**config.mk**
```make
export PLATFORM = sky130hd
export DESIGN_NAME = sensor_node_ctrl
export DESIGN_NICKNAME = d
export VERILOG_FILES = /design/src/rtl/sensor_node_ctrl.sv
export SDC_FILE = /design/constraint.sdc
export NUM_CORES = 1
export LEC_CHECK = 0
export CORE_MARGIN = 2
export CORE_UTILIZATION = 45
export DETAILED_ROUTE_END_ITERATION = 12
export PLACE_DENSITY_LB_ADDON = 0.2
export SYNTH_ARGS = -nofsm -noshare
export SYNTH_HDL_FRONTEND = slang
export SYNTH_SLANG_ARGS = --single-unit
```
**constraint.sdc**
```tcl
create_clock -name clk -period 6.35 [get_ports clk]
set_input_delay 1.27 -clock clk [delete_from_list [all_inputs] [get_ports clk]]
set_output_delay 1.27 -clock clk [all_outputs]
set_load 0.02 [all_outputs]
```
**src/rtl/sensor_node_ctrl.sv**
```systemverilog
// Command sequencer moving sensor samples and radio bytes through a circular memory buffer.
// Define SNC_TIMEOUT_EN to bound the wait states with a timeout (err_tmo); otherwise waits never expire.
module sensor_node_ctrl #(
  parameter int unsigned DATA_W         = 8,
  parameter int unsigned ADDR_W         = 8,
  parameter int unsigned DEPTH          = 256,
  parameter int unsigned NUM_SENSORS    = 4,
  parameter int unsigned TIMEOUT_CYCLES = 1024,
  localparam int unsigned CH_W = (NUM_SENSORS > 1) ? $clog2(NUM_SENSORS) : 1
) (
  input  logic                          clk,
  input  logic                          rst_n,
  input  logic                          enable,
  input  logic                          cmd_valid,
  output logic                          cmd_ready,
  input  logic [1:0]                    cmd_op,
  input  logic [CH_W-1:0]               cmd_chan,
  output logic [NUM_SENSORS-1:0]        sensor_req,
  input  logic [NUM_SENSORS-1:0]        sensor_valid,
  input  logic [NUM_SENSORS*DATA_W-1:0] sensor_data,
  output logic [ADDR_W-1:0]             mem_addr,
  output logic [DATA_W-1:0]             mem_wdata,
  output logic                          mem_we,
  output logic                          mem_re,
  input  logic [DATA_W-1:0]             mem_rdata,
  output logic                          radio_enable,
  input  logic                          radio_busy,
  output logic                          radio_send,
  output logic [DATA_W-1:0]             radio_tx_data,
  input  logic                          radio_rx_valid,
  input  logic [DATA_W-1:0]             radio_rx_data,
  output logic [ADDR_W:0]               buf_count,
  output logic                          buf_full,
  output logic                          buf_empty,
  output logic                          err_ovf,
  output logic                          err_udf,
  output logic                          err_tmo
);

  localparam int unsigned CntW = ADDR_W + 1;
  localparam logic [1:0] OpSample = 2'b01;
  localparam logic [1:0] OpTx     = 2'b10;
  localparam logic [1:0] OpRx     = 2'b11;

  typedef enum logic [2:0] {
    StIdle, StSense, StRxWait, StMemWr, StMemRd, StRdWait, StTxWait
  } state_e;

  state_e                   state_q, state_d;
  logic [CH_W-1:0]          chan_q, chan_d;
  logic [ADDR_W-1:0]        wr_ptr_q, wr_ptr_d, rd_ptr_q, rd_ptr_d;
  logic [CntW-1:0]          count_q, count_d;
  logic [NUM_SENSORS-1:0]   sensor_req_q, sensor_req_d;
  logic [ADDR_W-1:0]        mem_addr_q, mem_addr_d;
  logic [DATA_W-1:0]        mem_wdata_q, mem_wdata_d, radio_tx_data_q, radio_tx_data_d;
  logic                     mem_we_q, mem_we_d, mem_re_q, mem_re_d;
  logic                     radio_enable_q, radio_enable_d, radio_send_q, radio_send_d;
  logic                     err_ovf_q, err_ovf_d, err_udf_q, err_udf_d;
  logic                     sel_valid;
  logic [DATA_W-1:0]        sel_data;
`ifdef SNC_TIMEOUT_EN
  logic [31:0]              tmo_q, tmo_d;
  logic                     err_tmo_q, err_tmo_d;
  logic                     waiting;
`endif

  function automatic logic [ADDR_W-1:0] ptr_inc(input logic [ADDR_W-1:0] p);
    return (p == ADDR_W'(DEPTH - 1)) ? '0 : p + ADDR_W'(1);
  endfunction

  always_comb begin
    sel_valid = 1'b0;
    sel_data  = '0;
    for (int k = 0; k < NUM_SENSORS; k++) begin
      if (chan_q == CH_W'(k)) begin
        sel_valid = sensor_valid[k];
        sel_data  = sensor_data[k*DATA_W +: DATA_W];
      end
    end
  end

  always_comb begin
    state_d         = state_q;
    chan_d          = chan_q;
    wr_ptr_d        = wr_ptr_q;
    rd_ptr_d        = rd_ptr_q;
    count_d         = count_q;
    mem_addr_d      = mem_addr_q;
    mem_wdata_d     = mem_wdata_q;
    radio_tx_data_d = radio_tx_data_q;
    mem_we_d        = 1'b0;
    mem_re_d        = 1'b0;
    radio_send_d    = 1'b0;
    err_ovf_d       = 1'b0;
    err_udf_d       = 1'b0;
    if (enable) begin
      unique case (state_q)
        StIdle: begin
          if (cmd_valid) begin
            unique case (cmd_op)
              OpSample, OpRx: begin
                if (buf_full) begin
                  err_ovf_d = 1'b1;
                end else begin
                  state_d = (cmd_op == OpSample) ? StSense : StRxWait;
                  chan_d  = cmd_chan;
                end
              end
              OpTx: begin
                if (buf_empty) begin
                  err_udf_d = 1'b1;
                end else begin
                  state_d    = StMemRd;
                  mem_re_d   = 1'b1;
                  mem_addr_d = rd_ptr_q;
                end
              end
              default: ;
            endcase
          end
        end
        StSense: begin
          if (sel_valid) begin
            state_d     = StMemWr;
            mem_we_d    = 1'b1;
            mem_addr_d  = wr_ptr_q;
            mem_wdata_d = sel_data;
          end
        end
        StRxWait: begin
          if (radio_rx_valid) begin
            state_d     = StMemWr;
            mem_we_d    = 1'b1;
            mem_addr_d  = wr_ptr_q;
            mem_wdata_d = radio_rx_data;
          end
        end
        StMemWr: begin
          wr_ptr_d = ptr_inc(wr_ptr_q);
          count_d  = count_q + CntW'(1);
          state_d  = StIdle;
        end
        StMemRd: state_d = StRdWait;
        StRdWait: begin
          radio_tx_data_d = mem_rdata;
          state_d         = StTxWait;
          radio_send_d    = !radio_busy;
        end
        StTxWait: begin
          // The send strobe is registered, so the byte is committed while it is on the port.
          if (radio_send_q) begin
            rd_ptr_d = ptr_inc(rd_ptr_q);
            count_d  = count_q - CntW'(1);
            state_d  = StIdle;
          end else if (!radio_busy) begin
            radio_send_d = 1'b1;
          end
        end
        default: state_d = StIdle;
      endcase
    end else begin
      state_d = StIdle;
    end
`ifdef SNC_TIMEOUT_EN
    waiting   = state_q inside {StSense, StRxWait, StTxWait};
    err_tmo_d = 1'b0;
    if (enable && waiting && state_d == state_q && !radio_send_d &&
        tmo_q == 32'(TIMEOUT_CYCLES - 1)) begin
      state_d   = StIdle;
      err_tmo_d = 1'b1;
    end
    tmo_d = (waiting && state_d == state_q) ? tmo_q + 32'd1 : 32'd0;
`endif
    sensor_req_d   = (state_d == StSense) ? (NUM_SENSORS'(1) << chan_d) : '0;
    radio_enable_d = state_d inside {StRxWait, StMemRd, StRdWait, StTxWait};
  end

  always_ff @(posedge clk or negedge rst_n) begin
    if (!rst_n) begin
      state_q         <= StIdle;
      chan_q          <= '0;
      wr_ptr_q        <= '0;
      rd_ptr_q        <= '0;
      count_q         <= '0;
      sensor_req_q    <= '0;
      mem_addr_q      <= '0;
      mem_wdata_q     <= '0;
      radio_tx_data_q <= '0;
      mem_we_q        <= 1'b0;
      mem_re_q        <= 1'b0;
      radio_enable_q  <= 1'b0;
      radio_send_q    <= 1'b0;
      err_ovf_q       <= 1'b0;
      err_udf_q       <= 1'b0;
`ifdef SNC_TIMEOUT_EN
      tmo_q           <= '0;
      err_tmo_q       <= 1'b0;
`endif
    end else begin
      state_q         <= state_d;
      chan_q          <= chan_d;
      wr_ptr_q        <= wr_ptr_d;
      rd_ptr_q        <= rd_ptr_d;
      count_q         <= count_d;
      sensor_req_q    <= sensor_req_d;
      mem_addr_q      <= mem_addr_d;
      mem_wdata_q     <= mem_wdata_d;
      radio_tx_data_q <= radio_tx_data_d;
      mem_we_q        <= mem_we_d;
      mem_re_q        <= mem_re_d;
      radio_enable_q  <= radio_enable_d;
      radio_send_q    <= radio_send_d;
      err_ovf_q       <= err_ovf_d;
      err_udf_q       <= err_udf_d;
`ifdef SNC_TIMEOUT_EN
      tmo_q           <= tmo_d;
      err_tmo_q       <= err_tmo_d;
`endif
    end
  end

  assign cmd_ready     = enable && (state_q == StIdle);
  assign sensor_req    = sensor_req_q;
  assign mem_addr      = mem_addr_q;
  assign mem_wdata     = mem_wdata_q;
  assign mem_we        = mem_we_q;
  assign mem_re        = mem_re_q;
  assign radio_enable  = radio_enable_q;
  assign radio_send    = radio_send_q;
  assign radio_tx_data = radio_tx_data_q;
  assign buf_count     = count_q;
  assign buf_full      = (count_q == CntW'(DEPTH));
  assign buf_empty     = (count_q == '0);
  assign err_ovf       = err_ovf_q;
  assign err_udf       = err_udf_q;
`ifdef SNC_TIMEOUT_EN
  assign err_tmo       = err_tmo_q;
`else
  assign err_tmo       = 1'b0;
`endif

endmodule

```
==> qor.txt, run 1 <==
TNS Setup: 0 ns
PD cells: 280 nW/um^2
Crit path kind: primary input to output pin
Antenna violations before repair: 0
Final hold vios: 0
Post-synthesis register bit count: 64
Final hold slack: 0.506 ns
Final ANT Viol Nets: 0
Placed cell area: 4700 sq um
TritonCTS buffer count: 9
Area of the mapped netlist: 3570 sq um
Hold Buf Count CTS: 0
Final Routed Wirelength: 8170 um
CP Data Required Time: 5.08 ns
Final std cells w/o fill: 534
Postcts setup bufs: 0
Post-synth top flop: dfrtp_1
Skew-Pair Late Insertion Delay: 0.34 ns
Total die area: 8650 sq um
Synth Instances: 319
Minimum clock period: 4.15 ns
Ant diodes: 0
IO Port Bufs: 107
Vias in the first global route: 2750
Global placement routability congestion: 0.825
Routed via count: 2848
Register area share after synthesis: 44.9%
Total grt overflow: 0
Critical path data arrival time: 2.88 ns
Clk_skew: 0.00837 ns
Slew @ Worst Pin: 0.872 ns
Tot Pwr: 1.37 mW
Library cells used by synthesis: 52
Compound-Gate Fraction of Synth Area: 10.8%
Syn avg cell area: 11.2 sq um
Lkg Pwr: 2.14 nW
Post-DP HPWL: 5990 um
Relative slew slack: 41.6%
DRT Pass-1 Iters: 4
Post-Synth XOR/XNOR Area: 3.93%
Layout cell share with drive strength beyond 1: 11.3%
Post-synth net total: 391
FMAX: 0.241 GHz
First-pass GRT wire length: 13000 um
Post-synthesis mux area share: 17.8%
Final count of pins violating max slew: 0
Worst-path clk slew: 0.07 ns
Cell row count: 32
Drt drc: 0
Total GRT Usage: 19.2%
Number of max-cap violations: 0
Layout area overhead: 37.5%
Core Area: 7690 sq um
DR vias/cell: 5.33
Starting DRC count in detailed routing: 112
Mean routed wirelength per cell: 15.3 um
CTS tree: built
HP Class: flip-flop to flip-flop
Layout fillers: 614
Critical Path Sink Type: output pin
Post-route design area: 4900 sq um
Placed Cells: 518
EDFF count, synth: 0
Post-Synth Adder-Cell Area: 3.72%
Main combinational cell family by area after synthesis: multiplexers
FFs w/ async S/R, synth: 100%
Largest net degree at the start of global routing: 65
Die X: 93.0 um
# setup viols final: 0
H-tree Lvls: 3
RSZ-0062 raised after global routing: no
IO Pins: 109
Maximum VDD drop: 0.189 mV
Setup crit start kind: primary input
Clk buf depth: 2
Post-CTS Resized: 0
Clock root buffer: clkbuf_8
Simple-gate portion of the synthesized area: 15.7%
Worst Path Max Fanout: 11
Status: finished clean
Clk sinks: 64
Fin nets: 499
Ys Warns: 0
Starting Density: 46.4%
Final cycle utilization of the critical path: 65.4%
Die H: 93.0 um
## path summary, 6_finish.rpt
check,startpoint,cells after the start,to,slack (ns)
worst max-delay path,enable,4,cmd_ready,2.20
min in group asynchronous,rst_n,2,mem_addr[2],1.10
max in group asynchronous,rst_n,2,radio_enable,4.73
worst min-delay path,radio_tx_data[7],1,radio_tx_data[7],0.51
worst min register to register,radio_tx_data[7],1,radio_tx_data[7],0.51
worst max register to register,state_q[1],8,buf_count[8],3.73
## cells in the final DEF (no fill, tap or decap), types with 2 or more instances in the layout
cell type	n
a21o_1	3
and3_1	5
o31ai_1	5
clkinv_2	2
inv_1	9
a211oi_1	2
o21a_1	4
ha_1	9
a21oi_1	15
clkbuf_1	2
o211ai_1	2
clkbuf_8	11
nor4_1	2
buf_4	2
nor3_1	7
mux4_1	8
nand2_1	19
nand3b_1	2
nand2b_1	7
o21ai_0	16
clkdlybuf4s50_1	106
nand4_1	11
nor2_1	22
or3_1	2
nand3_1	7
xnor2_1	9
mux2i_1	12
o2bb2ai_1	2
nor3b_1	3
dfrtp_1	64
xor2_1	7
mux2_2	25
nor2b_1	7
## critical path, stage by stage
cell and delay, ns:
clkdlybuf4s50_1 0.66, nand2b_1 0.15, nor3_1 0.14, clkdlybuf4s50_1 0.65
## stage by stage
stage               setup WS (ns)  utilization [%]
detailed placement           2.20             61.2
global placement             2.20             61.2
global route                 2.09             63.8
floorplan                    3.26                -
finish                       2.20             63.8
CTS                          2.19             63.8
## power by group
part / total [mW] / internal, mW / switching, mW / leakage (nW)
sequential: 0.542 / 0.468 / 0.0742 / 0.853
clock: 0.353 / 0.202 / 0.151 / 0.103
combinational: 0.477 / 0.252 / 0.225 / 1.19
## final cells by class
| class | count | area [sq um] | area share, % |
|---|---|---|---|
| repair buffers | 109 | 1080 | 22.0 |
| well taps | 102 | 128 | 2.60 |
| flip-flops and latches | 64 | 1600 | 32.7 |
| inverters | 9 | 33.8 | 0.689 |
| clock buffers | 13 | 159 | 3.24 |
| clock inverters | 3 | 40.0 | 0.817 |
| multi-input cells | 234 | 1860 | 37.9 |
## state kept, by name, indices dropped and copies added, names as in the netlist
name / count
mem_we: 1
err_udf: 1
sensor_req: 4
mem_wdata: 8
wr_ptr_q: 8
radio_enable: 1
rd_ptr_q: 8
mem_re: 1
state_q: 3
radio_send: 1
radio_tx_data: 8
err_ovf: 1
chan_q: 2
mem_addr: 8
buf_count: 9
## synth_stat cells, types with 2 or more instances
| cell type | count | area share (%) |
|---|---|---|
| nor2_1 | 22 | 2.3 |
| nor4_1 | 2 | 0.35 |
| or3_1 | 2 | 0.35 |
| dfrtp_1 | 64 | 45 |
| ha_1 | 9 | 3.2 |
| nand3b_1 | 2 | 0.42 |
| nor3_1 | 7 | 0.98 |
| xnor2_1 | 9 | 2.2 |
| a21oi_1 | 15 | 2.1 |
| nand2b_1 | 7 | 1.2 |
| mux4_1 | 8 | 5.9 |
| buf_6 | 2 | 0.63 |
| mux2_2 | 25 | 7.9 |
| nand3_1 | 7 | 0.98 |
| o2bb2ai_1 | 2 | 0.49 |
| buf_4 | 2 | 0.42 |
| buf_2 | 6 | 0.84 |
| o21ai_0 | 16 | 2.2 |
| mux2i_1 | 12 | 3.4 |
| o211ai_1 | 2 | 0.42 |
| o21a_1 | 4 | 0.84 |
| xor2_1 | 7 | 1.7 |
| a211oi_1 | 2 | 0.42 |
| a21o_1 | 3 | 0.63 |
| o31ai_1 | 5 | 1.1 |
| nor3b_1 | 4 | 0.84 |
| and3_1 | 5 | 0.88 |
| nand4_1 | 11 | 1.9 |
| nand2_1 | 19 | 2.0 |
| nor2b_1 | 7 | 1.2 |
| inv_1 | 9 | 0.95 |
| clkbuf_1 | 2 | 0.21 |
## layer usage
metal  up-vias  global-route usage (%)  share of wire (%)
met5         -                       0                  0
met4         0                    8.09                1.8
met3        13                    3.22                4.2
met2        72                    32.0                 50
met1      1370                    25.0                 44
li1       1393                       -                  -
## cells by family (layout without fill, tap and decap cells)
kind of cell               count (synthesis)  in the layout
xor gates and xnor gates                  16             16
AOI/OAI and AO/OA                         58             58
buffers and inverters                     21            134
adders and majority gates                 10             10
DFF                                       64             64
and+or+nand+nor                          103            103
muxes                                     46             46
other                                      1              1
No activity file was read; power rests on OpenSTA's default activity.
==> inputs of run 2 (changes only) <==
- CORE_UTILIZATION: 45 -> 43
- clock period: 6.35 -> 3.8 ns (I/O delays scaled with it)
==> qor.txt, run 2 (synthesis results as in run 1) <==
Max FFs per register: 9 (unchanged)
TNS Setup: 0 ns (unchanged)
Final cycle utilization of the critical path: 83.1%
Drt drc: 0 (unchanged)
Worst Path Max Fanout: 11 (unchanged)
FMAX: 0.317 GHz
Relative slew slack: 46.0% (was 41.6%)
Post-DP HPWL: 6190 um (was 5990 um)
PD cells: 465 nW/um^2 (was 280 nW/um^2)
Routed via count: 2825 (was 2848)
Skew-Pair Late Insertion Delay: 0.33 ns (was 0.34 ns)
Commonest non-fill, non-tap cell in the layout: clkdlybuf4s50_1 (unchanged)
Postcts setup bufs: 0 (unchanged)
Status: finished clean (unchanged)
Hold Buf Count CTS: 0 (unchanged)
RSZ-0062 raised after global routing: no (unchanged)
Starting Density: 43.8% (was 46.4%)
IO Pins: 109 (unchanged)
Commonest non-fill, non-tap cells in the layout: clkdlybuf4s50_1 (106), dfrtp_1 (64), mux2_2 (25), nor2_1 (22), nand2_1 (19) (unchanged)
Layout cell share with drive strength beyond 1: 11.3% (about the same)
Gate power share: 35.0% (was 34.8%)
Largest net degree at the start of global routing: 35 (was 65)
Critical Path Start: enable (unchanged)
Mean routed wirelength per cell: 15.1 um (was 15.3 um)
# setup viols final: 0 (unchanged)
Final hold vios: 0 (unchanged)
Maximum VDD drop: 0.364 mV (was 0.189 mV)
Final Routed Wirelength: 8150 um (was 8170 um)
Die X: 95.1 um (was 93.0 um)
DRT Pass-1 Iters: 4 (unchanged)
Critical Path Sink Type: output pin (unchanged)
Final count of pins violating max slew: 0 (unchanged)
Clock network power share: 25.3% (was 25.7%)
Vias in the first global route: 2685 (was 2750)
Switching component of the power: 741 uW (was 450 uW)
Lkg Pwr: 2.15 nW (was 2.14 nW)
H-tree Lvls: 3 (unchanged)
Final ANT Viol Nets: 0 (unchanged)
First-pass GRT wire length: 12900 um (was 13000 um)
Setup crit start kind: primary input (unchanged)
Minimum clock period: 3.16 ns
Fin nets: 500 (was 499)
CP Data Required Time: 3.04 ns (was 5.08 ns)
Total grt overflow: 0 (unchanged)
Critical path data arrival time: 2.40 ns (was 2.88 ns)
Core Area: 8130 sq um (was 7690 sq um)
Number of max-cap violations: 0 (unchanged)
Crit path kind: primary input to output pin (unchanged)
Global placement routability congestion: 0.808 (was 0.825)
Clk_skew: 0.00550 ns (was 0.00837 ns)
Die H: 95.1 um (was 93.0 um)
TritonCTS buffer count: 9 (unchanged)
Seq pwr share: 39.7% (was 39.5%)
Ant diodes: 0 (unchanged)
Slew @ Worst Pin: 0.810 ns (was 0.872 ns)
Total GRT Usage: 18.4% (was 19.2%)
Layout fillers: 701 (was 614)
Starting DRC count in detailed routing: 120 (was 112)
HP Class: primary input to async pin (was flip-flop to flip-flop)
Clk buf depth: 2 (unchanged)
DR vias/cell: 5.25 (was 5.33)
Post-CTS Resized: 0 (unchanged)
Clk sinks: 64 (unchanged)
Internal: 1.54 mW (was 923 uW)
Antenna violations before repair: 0 (unchanged)
Layout area overhead: 37.7% (was 37.5%)
Total die area: 9040 sq um (was 8650 sq um)
Sw Ratio: 32.5% (was 32.8%)
Tot Pwr: 2.28 mW (was 1.37 mW)
IO Port Bufs: 107 (unchanged)
Critical R2R Launch: state_q[0] (was state_q[1])
Clock root buffer: clkbuf_8 (unchanged)
Worst-path clk slew: 0.06 ns (was 0.07 ns)
CTS tree: built (unchanged)
Final hold slack: 0.468 ns (was 0.506 ns)
Cell row count: 33 (was 32)
run 2: path summary, 6_finish.rpt:
kind / slack [ns] / to / cells after the start
max reg2reg: 1.24 / buf_count[8] / 8
max: 0.64 / cmd_ready / 4
min: 0.47 / wr_ptr_q[0] / 1
min reg2reg: 0.50 / wr_ptr_q[4] / 1
min in group clk: 0.50 / wr_ptr_q[4] / 1
max in group asynchronous: 2.45 / sensor_req[2] / 2
run 2: cell type report:
cell class | count | area [sq um] | area share [%]
clock inverter | 3 | 40.0 | 0.815
timing repair buffer | 110 | 1090 | 22.2
tap | 105 | 131 | 2.68
multi-input combinational | 234 | 1860 | 37.8
sequential | 64 | 1600 | 32.6
clock buffer | 13 | 159 | 3.24
inverter | 9 | 33.8 | 0.688
run 2: worst max-delay path: stages:
cell and delay (ns):
clkdlybuf4s50_1 0.68, nand2b_1 0.16, nor3_1 0.15, clkdlybuf4s50_1 0.64
run 2: stage by stage:
stage | util (%) | instances | worst slack [ns] | cell area, sq um
after detailed placement | 57.9 | 522 | 0.641 | 4710
after global routing | 60.4 | 538 | 0.538 | 4910
final | 60.4 | 538 | 0.643 | 4910
after CTS | 60.4 | 538 | 0.643 | 4910
after global placement | 57.9 | 522 | 0.643 | 4710
after floorplan | - | 319 | 1.58 | 3570
run 2: power groups by stage:
stage	registers [mW]	clock network (mW)	logic, mW
floorplan	0.960	0	0.432
global placement	0.914	0	0.798
detailed placement	0.918	0	0.807
CTS	0.906	0.606	0.810
global route	0.927	0.631	0.872
finish	0.906	0.579	0.799
run 2: per-layer routing:
layer	part of all wire, %	track usage [%]	vias up
li1	-	-	1393
met1	44	24.6	1366
met2	51	29.6	54
met3	3.7	4.03	12
met4	1.2	6.16	0
met5	0	0	-
==> inputs of run 3 (changes only) <==
- clock period: 3.8 -> 2.6 ns (I/O delays scaled with it)
==> qor.txt, run 3 (synthesis results as in run 1) <==
FMAX: 0.406 GHz
Starting DRC count in detailed routing: 115 (was 120)
TritonCTS buffer count: 9 (unchanged)
DR vias/cell: 5.23 (was 5.25)
Clk_skew: 0.0108 ns (was 0.00550 ns)
Core Area: 8130 sq um (unchanged)
Post-DP HPWL: 6470 um (was 6190 um)
Worst Path Max Fanout: 3 (was 11)
Final hold slack: 0.162 ns (was 0.468 ns)
Final ANT Viol Nets: 0 (unchanged)
First-pass GRT wire length: 13500 um (was 12900 um)
Layout area overhead: 42.1% (was 37.7%)
IO Pins: 109 (unchanged)
R2r setup slk: 0.29 ns (was 1.24 ns)
Vias in the first global route: 2801 (was 2685)
Clock root buffer: clkbuf_8 (unchanged)
Critical path data arrival time: 1.94 ns (was 2.40 ns)
Tot Pwr: 3.57 mW (was 2.28 mW)
Clk buf depth: 2 (unchanged)
Postcts setup bufs: 0 (unchanged)
Die H: 95.1 um (unchanged)
Maximum VDD drop: 0.434 mV (was 0.364 mV)
PD cells: 705 nW/um^2 (was 465 nW/um^2)
Total grt overflow: 0 (unchanged)
Max FFs per register: 9 (unchanged)
Final count of pins violating max slew: 0 (unchanged)
Ant diodes: 0 (unchanged)
Mean routed wirelength per cell: 15.9 um (was 15.1 um)
# setup viols final: 0 (unchanged)
Layout cell share with drive strength beyond 1: 14.4% (was 11.3%)
Setup crit start kind: primary input (unchanged)
Commonest non-fill, non-tap cells in the layout: clkdlybuf4s50_1 (104), dfrtp_1 (64), mux2_2 (25), nor2_1 (22), nand2_1 (19) (was clkdlybuf4s50_1 (106), dfrtp_1 (64), mux2_2 (25), nor2_1 (22), nand2_1 (19))
Minimum clock period: 2.46 ns
Antenna violations before repair: 0 (unchanged)
Worst-path clk slew: 0.07 ns (was 0.06 ns)
Largest net degree at the start of global routing: 25 (was 35)
Cell row count: 33 (unchanged)
Clk sinks: 64 (unchanged)
Final Routed Wirelength: 8740 um (was 8150 um)
Drt drc: 0 (unchanged)
Slew @ Worst Pin: 0.806 ns (was 0.810 ns)
Final hold vios: 0 (unchanged)
Number of max-cap violations: 0 (unchanged)
Global placement routability congestion: 0.769 (was 0.808)
Skew-Pair Late Insertion Delay: 0.34 ns (was 0.33 ns)
HP Class: primary input to async pin (unchanged)
Total die area: 9040 sq um (unchanged)
H-tree Lvls: 3 (unchanged)
DRT Pass-1 Iters: 4 (unchanged)
Status: finished clean (unchanged)
Fin nets: 513 (was 500)
Final cycle utilization of the critical path: 94.7%
Critical Path Sink Type: output pin (unchanged)
Starting Density: 43.8% (unchanged)
Commonest non-fill, non-tap cell in the layout: clkdlybuf4s50_1 (unchanged)
Relative slew slack: 46.1% (was 46.0%)
RR Endpoint: buf_count[8] (unchanged)
Lkg Pwr: 2.26 nW (was 2.15 nW)
R2R cell count: 8 (unchanged)
Crit path kind: primary input to output pin (unchanged)
RSZ-0062 raised after global routing: no (unchanged)
TNS Setup: 0 ns (unchanged)
Critical R2R Launch: state_q[0] (unchanged)
CP Data Required Time: 2.08 ns (was 3.04 ns)
Total GRT Usage: 19.4% (was 18.4%)
Die X: 95.1 um (unchanged)
CTS tree: built (unchanged)
Routed via count: 2876 (was 2825)
IO Port Bufs: 107 (unchanged)
## run 3: cell count changes in the layout (fill, tap and decap cells not counted), sizes merged
cell	delta
clkinv	-1
clkbuf	-1
clkdlybuf4s50	-2
dlymetal6s2s	+2
buf	+13
bufinv	+1
## run 3: layout make-up
type,instances,area [sq um]
Timing Repair Buffer,123,1200
Multi-Input combinational cell,234,1880
Fill cell,634,3070
Inverter,9,33.8
Sequential cell,64,1600
Tap cell,105,131
Clock inverter,3,65.1
Clock buffer,12,155
## run 3: per-layer routing
metal,GRT usage (%),vias up,share of wire [%]
li1,-,1419,-
met1,26.9,1379,45
met2,30.7,66,50
met3,3.48,12,3.6
met4,6.88,0,1.6
met5,0,-,0
## run 3: where the power goes
group          internal [mW]  total (mW)  switching [mW]
Combinational          0.698        1.36           0.665
Sequential              1.14        1.25           0.107
Clock                  0.586       0.958           0.372
Total                   2.43        3.57            1.14
## run 3: what timing repair did
item / in CTS / in global routing
hold buffers: 0 / 0
gates resized for setup: 1 / 4
setup endpoints to repair: 2 / 2
## run 3: worst max path at each step
stage / from / end / slack [ns] / cells past startpoint
floorplan: state_q[1] / buf_count[8] / 0.38 / 9
global placement: enable / cmd_ready / 0.17 / 4
detailed placement: enable / cmd_ready / 0.15 / 4
CTS: buf_count[1] / buf_empty / 0.003 / 4
global route: enable / cmd_ready / 0.07 / 4
finish: enable / cmd_ready / 0.14 / 4
## run 3: metrics by stage
| step | setup slack (ns) | std cells | utilization [%] | instance area [sq um] |
|---|---|---|---|---|
| after floorplan | 0.382 | 319 | - | 3570 |
| after global placement | 0.167 | 535 | 59.3 | 4820 |
| after detailed placement | 0.145 | 535 | 59.3 | 4820 |
| after CTS | 0.00340 | 550 | 62.1 | 5050 |
| after global routing | 0.0689 | 550 | 62.3 | 5070 |
| final | 0.138 | 550 | 62.3 | 5070 |
## run 3: worst max-delay path, stage by stage
cell	delay, ns
clkdlybuf4s50_1	0.50
nand2b_1	0.12
nor3_1	0.16
clkdlybuf4s50_1	0.64
